File: src/rtl/cdb_arbiter_if.sv
// Common data bus arbiter bundle: producer request slices, consumer
// back-pressure/flush, and the registered broadcast bus.
// slave  = arbiter side, master = producers/consumers side.
interface cdb_arbiter_if #(
    parameter int N_REQ      = 3,
    parameter int DATA_WIDTH = 32,
    parameter int ROB_TAG_W  = 4,
    parameter int PREG_W     = 6
);
    localparam int SRC_W = $clog2(N_REQ);

    logic [N_REQ-1:0]            req_valid;
    logic [N_REQ-1:0]            req_ready;
    logic [N_REQ*ROB_TAG_W-1:0]  req_rob_tag;
    logic [N_REQ*PREG_W-1:0]     req_preg;
    logic [N_REQ*DATA_WIDTH-1:0] req_data;
    logic [N_REQ-1:0]            req_wr_reg;
    logic                        cdb_hold;
    logic                        flush;
    logic                        cdb_valid;
    logic [SRC_W-1:0]            cdb_src;
    logic [ROB_TAG_W-1:0]        cdb_rob_tag;
    logic [PREG_W-1:0]           cdb_preg;
    logic [DATA_WIDTH-1:0]       cdb_data;
    logic                        cdb_wr_reg;

    modport slave (
        input  req_valid, req_rob_tag, req_preg, req_data, req_wr_reg,
        input  cdb_hold, flush,
        output req_ready,
        output cdb_valid, cdb_src, cdb_rob_tag, cdb_preg, cdb_data, cdb_wr_reg
    );

    modport master (
        output req_valid, req_rob_tag, req_preg, req_data, req_wr_reg,
        output cdb_hold, flush,
        input  req_ready,
        input  cdb_valid, cdb_src, cdb_rob_tag, cdb_preg, cdb_data, cdb_wr_reg
    );
endinterface

File: src/rtl/cdb_arbiter.sv
// Round-robin arbiter for the common data bus. One result per cycle is
// granted combinationally and broadcast from registers the next cycle.
// Optional per-requester conflict counters: define CDB_ARB_PERF_EN.
module cdb_arbiter #(
    parameter int N_REQ      = 3,
    parameter int DATA_WIDTH = 32,
    parameter int ROB_TAG_W  = 4,
    parameter int PREG_W     = 6
) (
    input  logic                  clk,
    input  logic                  rst,
`ifdef CDB_ARB_PERF_EN
    output logic [N_REQ*16-1:0]   perf_conflict,
`endif
    cdb_arbiter_if.slave          bus
);
    localparam int SRC_W = $clog2(N_REQ);

    logic [SRC_W-1:0]      rr_ptr;
    logic [N_REQ-1:0]      grant;
    logic                  found;
    logic [SRC_W:0]        scan;
    logic [SRC_W-1:0]      sel_src;
    logic [SRC_W-1:0]      next_ptr;
    logic [ROB_TAG_W-1:0]  sel_tag;
    logic [PREG_W-1:0]     sel_preg;
    logic [DATA_WIDTH-1:0] sel_data;
    logic                  sel_wr;

    // Search from rr_ptr upward modulo N_REQ; reset, flush and hold block all grants
    always_comb begin
        grant = '0;
        found = 1'b0;
        scan  = '0;
        if (!rst && !bus.flush && !bus.cdb_hold) begin
            for (int unsigned k = 0; k < N_REQ; k++) begin
                scan = {1'b0, rr_ptr} + (SRC_W+1)'(k);
                if (scan >= (SRC_W+1)'(N_REQ)) begin
                    scan = scan - (SRC_W+1)'(N_REQ);
                end
                if (!found && bus.req_valid[scan[SRC_W-1:0]]) begin
                    grant[scan[SRC_W-1:0]] = 1'b1;
                    found = 1'b1;
                end
            end
        end
    end

    assign bus.req_ready = grant;

    // Mux the winning requester's payload; grant is one-hot or zero
    always_comb begin
        sel_src  = '0;
        sel_tag  = '0;
        sel_preg = '0;
        sel_data = '0;
        sel_wr   = 1'b0;
        for (int unsigned k = 0; k < N_REQ; k++) begin
            if (grant[k]) begin
                sel_src  = SRC_W'(k);
                sel_tag  = bus.req_rob_tag[k*ROB_TAG_W +: ROB_TAG_W];
                sel_preg = bus.req_preg[k*PREG_W +: PREG_W];
                sel_data = bus.req_data[k*DATA_WIDTH +: DATA_WIDTH];
                sel_wr   = bus.req_wr_reg[k];
            end
        end
        next_ptr = (sel_src == SRC_W'(N_REQ-1)) ? '0 : sel_src + 1'b1;
    end

    // Broadcast register and pointer; valid is a single-cycle pulse per transfer,
    // payload fields hold their last value when nothing is granted
    always_ff @(posedge clk) begin
        if (rst) begin
            rr_ptr          <= '0;
            bus.cdb_valid   <= 1'b0;
            bus.cdb_src     <= '0;
            bus.cdb_rob_tag <= '0;
            bus.cdb_preg    <= '0;
            bus.cdb_data    <= '0;
            bus.cdb_wr_reg  <= 1'b0;
        end else begin
            bus.cdb_valid <= found;
            if (found) begin
                rr_ptr          <= next_ptr;
                bus.cdb_src     <= sel_src;
                bus.cdb_rob_tag <= sel_tag;
                bus.cdb_preg    <= sel_preg;
                bus.cdb_data    <= sel_data;
                bus.cdb_wr_reg  <= sel_wr;
            end
        end
    end

`ifdef CDB_ARB_PERF_EN
    logic [15:0] conflict_cnt [N_REQ];

    // Saturating count of cycles a requester waited while the bus was not held
    always_ff @(posedge clk) begin
        if (rst) begin
            for (int unsigned k = 0; k < N_REQ; k++) begin
                conflict_cnt[k] <= '0;
            end
        end else begin
            for (int unsigned k = 0; k < N_REQ; k++) begin
                if (bus.req_valid[k] && !grant[k] && !bus.cdb_hold && conflict_cnt[k] != '1) begin
                    conflict_cnt[k] <= conflict_cnt[k] + 1'b1;
                end
            end
        end
    end

    // Flatten the counters onto the perf port
    always_comb begin
        perf_conflict = '0;
        for (int unsigned k = 0; k < N_REQ; k++) begin
            perf_conflict[k*16 +: 16] = conflict_cnt[k];
        end
    end
`endif

endmodule

File: src/flat_wrapper.sv
// flat-port wrapper written by rule: the top's interface ports become plain ports
module cdb_arbiter_flat 
#(
    parameter int N_REQ      = 3,
    parameter int DATA_WIDTH = 32,
    parameter int ROB_TAG_W  = 4,
    parameter int PREG_W     = 6
)
  (clk, rst, bus_req_valid, bus_req_rob_tag, bus_req_preg, bus_req_data, bus_req_wr_reg, bus_cdb_hold, bus_flush, bus_req_ready, bus_cdb_valid, bus_cdb_src, bus_cdb_rob_tag, bus_cdb_preg, bus_cdb_data, bus_cdb_wr_reg);
  cdb_arbiter_if #(.N_REQ(N_REQ), .DATA_WIDTH(DATA_WIDTH), .ROB_TAG_W(ROB_TAG_W), .PREG_W(PREG_W)) bus_i ();
  input  logic clk;
  input  logic rst;
  input wire logic [$bits(bus_i.req_valid)-1:0] bus_req_valid;
  input wire logic [$bits(bus_i.req_rob_tag)-1:0] bus_req_rob_tag;
  input wire logic [$bits(bus_i.req_preg)-1:0] bus_req_preg;
  input wire logic [$bits(bus_i.req_data)-1:0] bus_req_data;
  input wire logic [$bits(bus_i.req_wr_reg)-1:0] bus_req_wr_reg;
  input wire logic [$bits(bus_i.cdb_hold)-1:0] bus_cdb_hold;
  input wire logic [$bits(bus_i.flush)-1:0] bus_flush;
  output wire logic [$bits(bus_i.req_ready)-1:0] bus_req_ready;
  output wire logic [$bits(bus_i.cdb_valid)-1:0] bus_cdb_valid;
  output wire logic [$bits(bus_i.cdb_src)-1:0] bus_cdb_src;
  output wire logic [$bits(bus_i.cdb_rob_tag)-1:0] bus_cdb_rob_tag;
  output wire logic [$bits(bus_i.cdb_preg)-1:0] bus_cdb_preg;
  output wire logic [$bits(bus_i.cdb_data)-1:0] bus_cdb_data;
  output wire logic [$bits(bus_i.cdb_wr_reg)-1:0] bus_cdb_wr_reg;
  assign bus_i.req_valid = bus_req_valid;
  assign bus_i.req_rob_tag = bus_req_rob_tag;
  assign bus_i.req_preg = bus_req_preg;
  assign bus_i.req_data = bus_req_data;
  assign bus_i.req_wr_reg = bus_req_wr_reg;
  assign bus_i.cdb_hold = bus_cdb_hold;
  assign bus_i.flush = bus_flush;
  assign bus_req_ready = bus_i.req_ready;
  assign bus_cdb_valid = bus_i.cdb_valid;
  assign bus_cdb_src = bus_i.cdb_src;
  assign bus_cdb_rob_tag = bus_i.cdb_rob_tag;
  assign bus_cdb_preg = bus_i.cdb_preg;
  assign bus_cdb_data = bus_i.cdb_data;
  assign bus_cdb_wr_reg = bus_i.cdb_wr_reg;
  cdb_arbiter #(.N_REQ(N_REQ), .DATA_WIDTH(DATA_WIDTH), .ROB_TAG_W(ROB_TAG_W), .PREG_W(PREG_W)) u_core (.clk(clk), .rst(rst), .bus(bus_i));
endmodule
File: config.mk
export PLATFORM = sky130hd
export DESIGN_NAME = cdb_arbiter_flat
export DESIGN_NICKNAME = d
export VERILOG_FILES = /design/src/rtl/cdb_arbiter_if.sv /design/src/rtl/cdb_arbiter.sv /design/src/flat_wrapper.sv
export SDC_FILE = /design/constraint.sdc
export NUM_CORES = 1
export LEC_CHECK = 0
export ABC_CLOCK_PERIOD_IN_PS = 3000
export CORE_ASPECT_RATIO = 1.2
export CORE_UTILIZATION = 36
export DETAILED_ROUTE_END_ITERATION = 12
export PLACE_DENSITY = 0.79
export SLEW_MARGIN = 20
export SYNTH_ARGS = -nofsm -noshare
export SYNTH_HDL_FRONTEND = slang
export SYNTH_SLANG_ARGS = --single-unit
File: constraint.sdc
create_clock -name clk -period 3 [get_ports clk]
set_input_delay 0.45 -clock clk [delete_from_list [all_inputs] [get_ports clk]]
set_output_delay 0.45 -clock clk [all_outputs]
set_load 0.01 [all_outputs]
Yosys cells after proc, flatten, opt, wreduce, memory -nomap -nowiden
Cells that the tools add are included.
{"block": "totals", "ff_bits": 48, "in_bits": 136, "out_inout_bits": 49, "elab_cells": 82}
{"block": "op_classes", "addsub": 6, "order_cmp": 9, "eq_ne": 1, "n_mux": 45, "bitwise": 2, "n_reduce_logical": 12}
{"op": "$mux 32", "n": 3}
{"op": "$mux 3", "n": 6}
{"op": "$mux 6", "n": 3}
{"op": "$mux 1", "n": 16}
{"op": "$mux 2", "n": 8}
{"op": "$mux 4", "n": 3}
{"op": "$lt 2x3->1 const B", "n": 3}
{"op": "$logic_and 1x1->1", "n": 7}
{"op": "$bmux 1 s2", "n": 3}
{"op": "$demux 1 s2", "n": 3}
{"op": "$ge 2x1->1 const B", "n": 3}
{"op": "$ge 3x2->1 const B", "n": 2}
{"op": "$or 3x3->3", "n": 2}
{"op": "$sub 2x2->2 const B", "n": 3}
{"op": "$logic_not 1->1", "n": 5}
{"op": "$add 2x1->3 const B", "n": 1}
{"op": "$add 2x2->3 const B", "n": 1}
{"op": "$add 2x1->2 const B", "n": 1}
{"op": "$eq 2x2->1 const B", "n": 1}
{"op": "$ge 2x2->1 const B", "n": 1}

Logic depth before layout (Yosys ltp)
Gate-level depths: netlist (run 1).
{"block": "depth", "word_depth": 20, "mapped_depth": 11, "mapped_depth_nobuf": 8}

Worst setup path before layout (run 1)
OpenSTA, ideal clock, no wires.
{"block": "synth_path", "path_type": "register to register", "from": "register, netlist name u_core.bus.cdb_src[0]", "to": "register u_core.bus.cdb_data[10]", "setup_time_ps": 122, "t_arrival_ps": 2260, "setup_slack_ps": 618, "path_stages_with_launch": 10, "n_path_buf": 1, "synth_period_minus_slack_ps": 2382, "cell_sequence": "dfxtp_1 > inv_1 > ha_1 > mux2i_1 > o21ai_2 > a221oi_4 > or2_2 > buf_4 > o21ai_1 > a221o_1"}
{"element": "end signal: assignment", "line": "cdb_arbiter.sv:88", "rtl": "bus.cdb_data <= sel_data;"}
{"element": "end: declaration", "line": "cdb_arbiter_if.sv:31", "rtl": "output cdb_valid, cdb_src, cdb_rob_tag, cdb_preg, cdb_data, cdb_wr_reg"}

==> results of run 1 <==
-- placed cells by master, fill, tap and decap left out, drive strengths merged --
cell / instances
and3: 1
dlymetal6s2s: 1
a21o: 3
o221ai: 43
dfxtp: 47
nor2: 3
and2: 1
clkbuf: 5
nor4b: 1
o22a: 1
mux2i: 4
nand3b: 2
buf: 17
o211ai: 1
o2111a: 1
inv: 6
a22o: 1
ha: 4
or2: 2
a21oi: 6
o21ai: 44
nand2b: 3
clkinv: 2
a221oi: 1
o22ai: 1
clkdlybuf4s50: 183
bufinv: 1
nand2: 45
o31ai: 1
a221o: 43
a211o: 1
nor3: 3
-- layer usage --
layer / part of all wire / vias up / global-route usage
met5: 0 / - / 0
met1: 0.38 / 1565 / 0.280
met4: 0.026 / 0 / 0.0893
met3: 0.076 / 23 / 0.0519
li1: - / 1564 / -
met2: 0.51 / 149 / 0.452
-- area by class of cell --
cell class	count	share of cell area
clock buffers	5	0.0144
inverters	6	0.00471
multi-input cells	216	0.335
clock inverters	3	0.00917
flip-flops and latches	47	0.198
repair buffers	201	0.415
well taps	90	0.0236
-- kinds of logic (layout without fill, tap and decap cells) --
family	Yosys count	in the layout	synth area share
AND/OR/NAND/NOR	61	61	0.102
adder cells (fa/ha/maj)	4	4	0.0185
flip-flops	47	47	0.348
AO/OA/AOI/OAI	147	147	0.434
buffers and inverters	43	215	0.0828
multiplexers	4	4	0.0148
-- per-stage QoR --
stage               utilization  setup slack (ns)  instance area, sq um
CTS                       0.653            0.0168                  4750
finish                    0.657             0.122                  4780
global placement          0.635            0.0677                  4620
detailed placement        0.635           -0.0105                  4620
global route              0.657            0.0180                  4780
floorplan                     -             0.618                  2710
-- power groups by stage --
stage / clock (mW) / combinational, mW / sequential [mW]
3_5_place_dp: 0 / 0.565 / 0.718
3_3_place_gp: 0 / 0.560 / 0.717
6_report: 0.479 / 0.575 / 0.705
2_1_floorplan: 0 / 0.200 / 0.738
4_1_cts: 0.488 / 0.572 / 0.705
5_1_grt: 0.520 / 0.612 / 0.711
-- what timing repair did --
item | 4_1_cts | 5_1_grt
endpoints found under the setup margin | 11 | 3
gates resized for setup | 4 | 9
hold endpoints to repair | 0 | 0
setup buffers | 0 | 0
-- path summary, 6_finish.rpt --
kind                                           endpoint  depth (start not counted)
worst max-delay path                   bus_req_ready[0]                          8
worst min-delay path              u_core.bus.cdb_src[1]                          1
worst max register to register  u_core.bus.cdb_data[28]                         10
worst min register to register    u_core.bus.cdb_src[1]                          1
==> impl_metrics.yaml, run 1 <==
final_layout:
  layout-drive-gt1-share: 0.0941
  fillCellCount: 632
  reg.largest.list: "u_core.bus.cdb_data: 32 flops, u_core.bus.cdb_preg: 6 flops, u_core.bus.cdb_rob_tag: 4 flops"
  multi_input_area_sq_um: 1600
  synthToLayoutAreaGrowth_pct: 76.6
  seq_area_sq_um: 946
  final_nets: 617
  fin_cells: 568
  top_register: "u_core.bus.cdb_data"
  largest_reg_flops: 32
  diodes: 0
timing:
  setup_viol: 0
  clock.fmax_mhz: 348
  hold_violations: 0
  finalHoldWorstSlack_ns: 0.470
  fin_skew_ns: 0.0123
  fin_tns_setup_ns: 0
  rsz0062_at_grt: "false"
  fin_crit_ns: 2.88
  worst_pin_slew_ns: 0.485
  max_slew_margin: 0.675
  finalMaxSlewViolations: 0
  period_share: 0.959
worst_setup_path:
  crit_buf_inv: 3
  crit_type: "register to output pin"
  slowest_stage: "clkdlybuf4s50_1"
  rrSetupSlack_ns: 0.17
  critPathLaunchType: "register"
  arrival_ns: 2.43
  cp_max_fo: 6
  timing.rr.start: "u_core.bus.cdb_src[0]"
  crit_chain: "inv_1 > ha_4 > mux2i_1 > o21ai_2 > nand3b_1 > a21o_1 > inv_1 > clkdlybuf4s50_1"
  end_kind: "output pin"
  crit_top_cell: "inv_1"
  cp_top_family: "buffers and inverters"
  worstSetupStartpoint: "u_core.bus.cdb_src[0]"
  cp.required_ns: 2.55
  cpPeakStageDelay_ns: 0.52
synthesis:
  synthArstFlopShare: 0
  ys_types: 36
  synth.area.top_cells: "dfxtp_1 (35%), a221o_1 (16%), o221ai_1 (14%), o21ai_1 (7.8%), nand2_1 (6.2%)"
  seq_area_frac_synth: 0.348
  synth_largest_area_cell: "dfxtp_1"
  syn_avg_cell_area_sq_um: 8.84
  synth_top_area_frac: 0.348
  synthCells: 306
  yosys-top-cells-count: "dfxtp_1 (47), nand2_1 (45), a221o_1 (43), o221ai_1 (43), o21ai_1 (42)"
  synth_area_sq_um: 2710
  synth_warnings: 0
  synth-edff-count: 0
  synth.most_common_cell: "dfxtp_1"
  synth.ff_latch_count: 47
  syn_nets: 446
  ys.flop_type: "dfxtp_1"
clock_tree:
  cts_tree: "done"
  h-tree-depth: 2
  path_clk_slew_ns: 0.09
  cts_root_buf: "clkbuf_8"
  hold_buffers: 0
  clk_path_buf_depth: 2
  cts_made_buffers: 5
  clk_latency_ns: 0.30
  clock-sinks: 47
power:
  combPwrFrac: 0.327
  ir_drop_v: 0.000195
  power_density_nw_per_um2: 368
  p_sw_uw: 500
  p_int_mw: 1.26
  p_sw_frac: 0.284
  pwr-share-clk: 0.272
  seqPwrFrac: 0.401
  p_total_mw: 1.76
  p_leak_nw: 1.68
global_routing:
  overflow: 0
  grt_max_degree: 45
  grt_usage: 0.250
  antenna_found_initial: 0
  grt_pass1_wl_um: 15500
  grt_pass1_vias: 3241
hold_path:
  hold_path_class: "register to register"
  hp-start: "u_core.bus.cdb_src[1]"
placement:
  io_buffer_count: 184
  place_inst: 560
  place_hpwl_um: 7170
  gp_congestion: 0.891
job:
  cap_violations: 0
run_status:
  status: "complete, no violations"
routing:
  via_per_inst: 5.81
  drt_iter0_drc: 131
  wirelength_um: 10000
  vias: 3301
  wire_per_inst_um: 17.7
  route.detailed.drc: 0
  dr.pass1.iters: 4
  antenna_left: 0
floorplan:
  fp.coreArea_sq_um: 7270
  pin_count: 185
  rows: 34
  fp.dieH_um: 97.0
  dieArea_sq_um: 7870
  die_w_um: 81.1
  initial_utilization: 0.372
No activity file was read; power rests on OpenSTA's default activity.
==> run 2, diff against run 1 <==
--- a/config.mk
+++ b/config.mk
@@ -10,7 +10,7 @@
 export CORE_UTILIZATION = 36
 export DETAILED_ROUTE_END_ITERATION = 12
 export PLACE_DENSITY = 0.79
-export SLEW_MARGIN = 20
+export SLEW_MARGIN = 15
 export SYNTH_ARGS = -nofsm -noshare
 export SYNTH_HDL_FRONTEND = slang
 export SYNTH_SLANG_ARGS = --single-unit
==> results of run 2 <==
No change in the layout: final DEF, timing and power equal those of run 1.
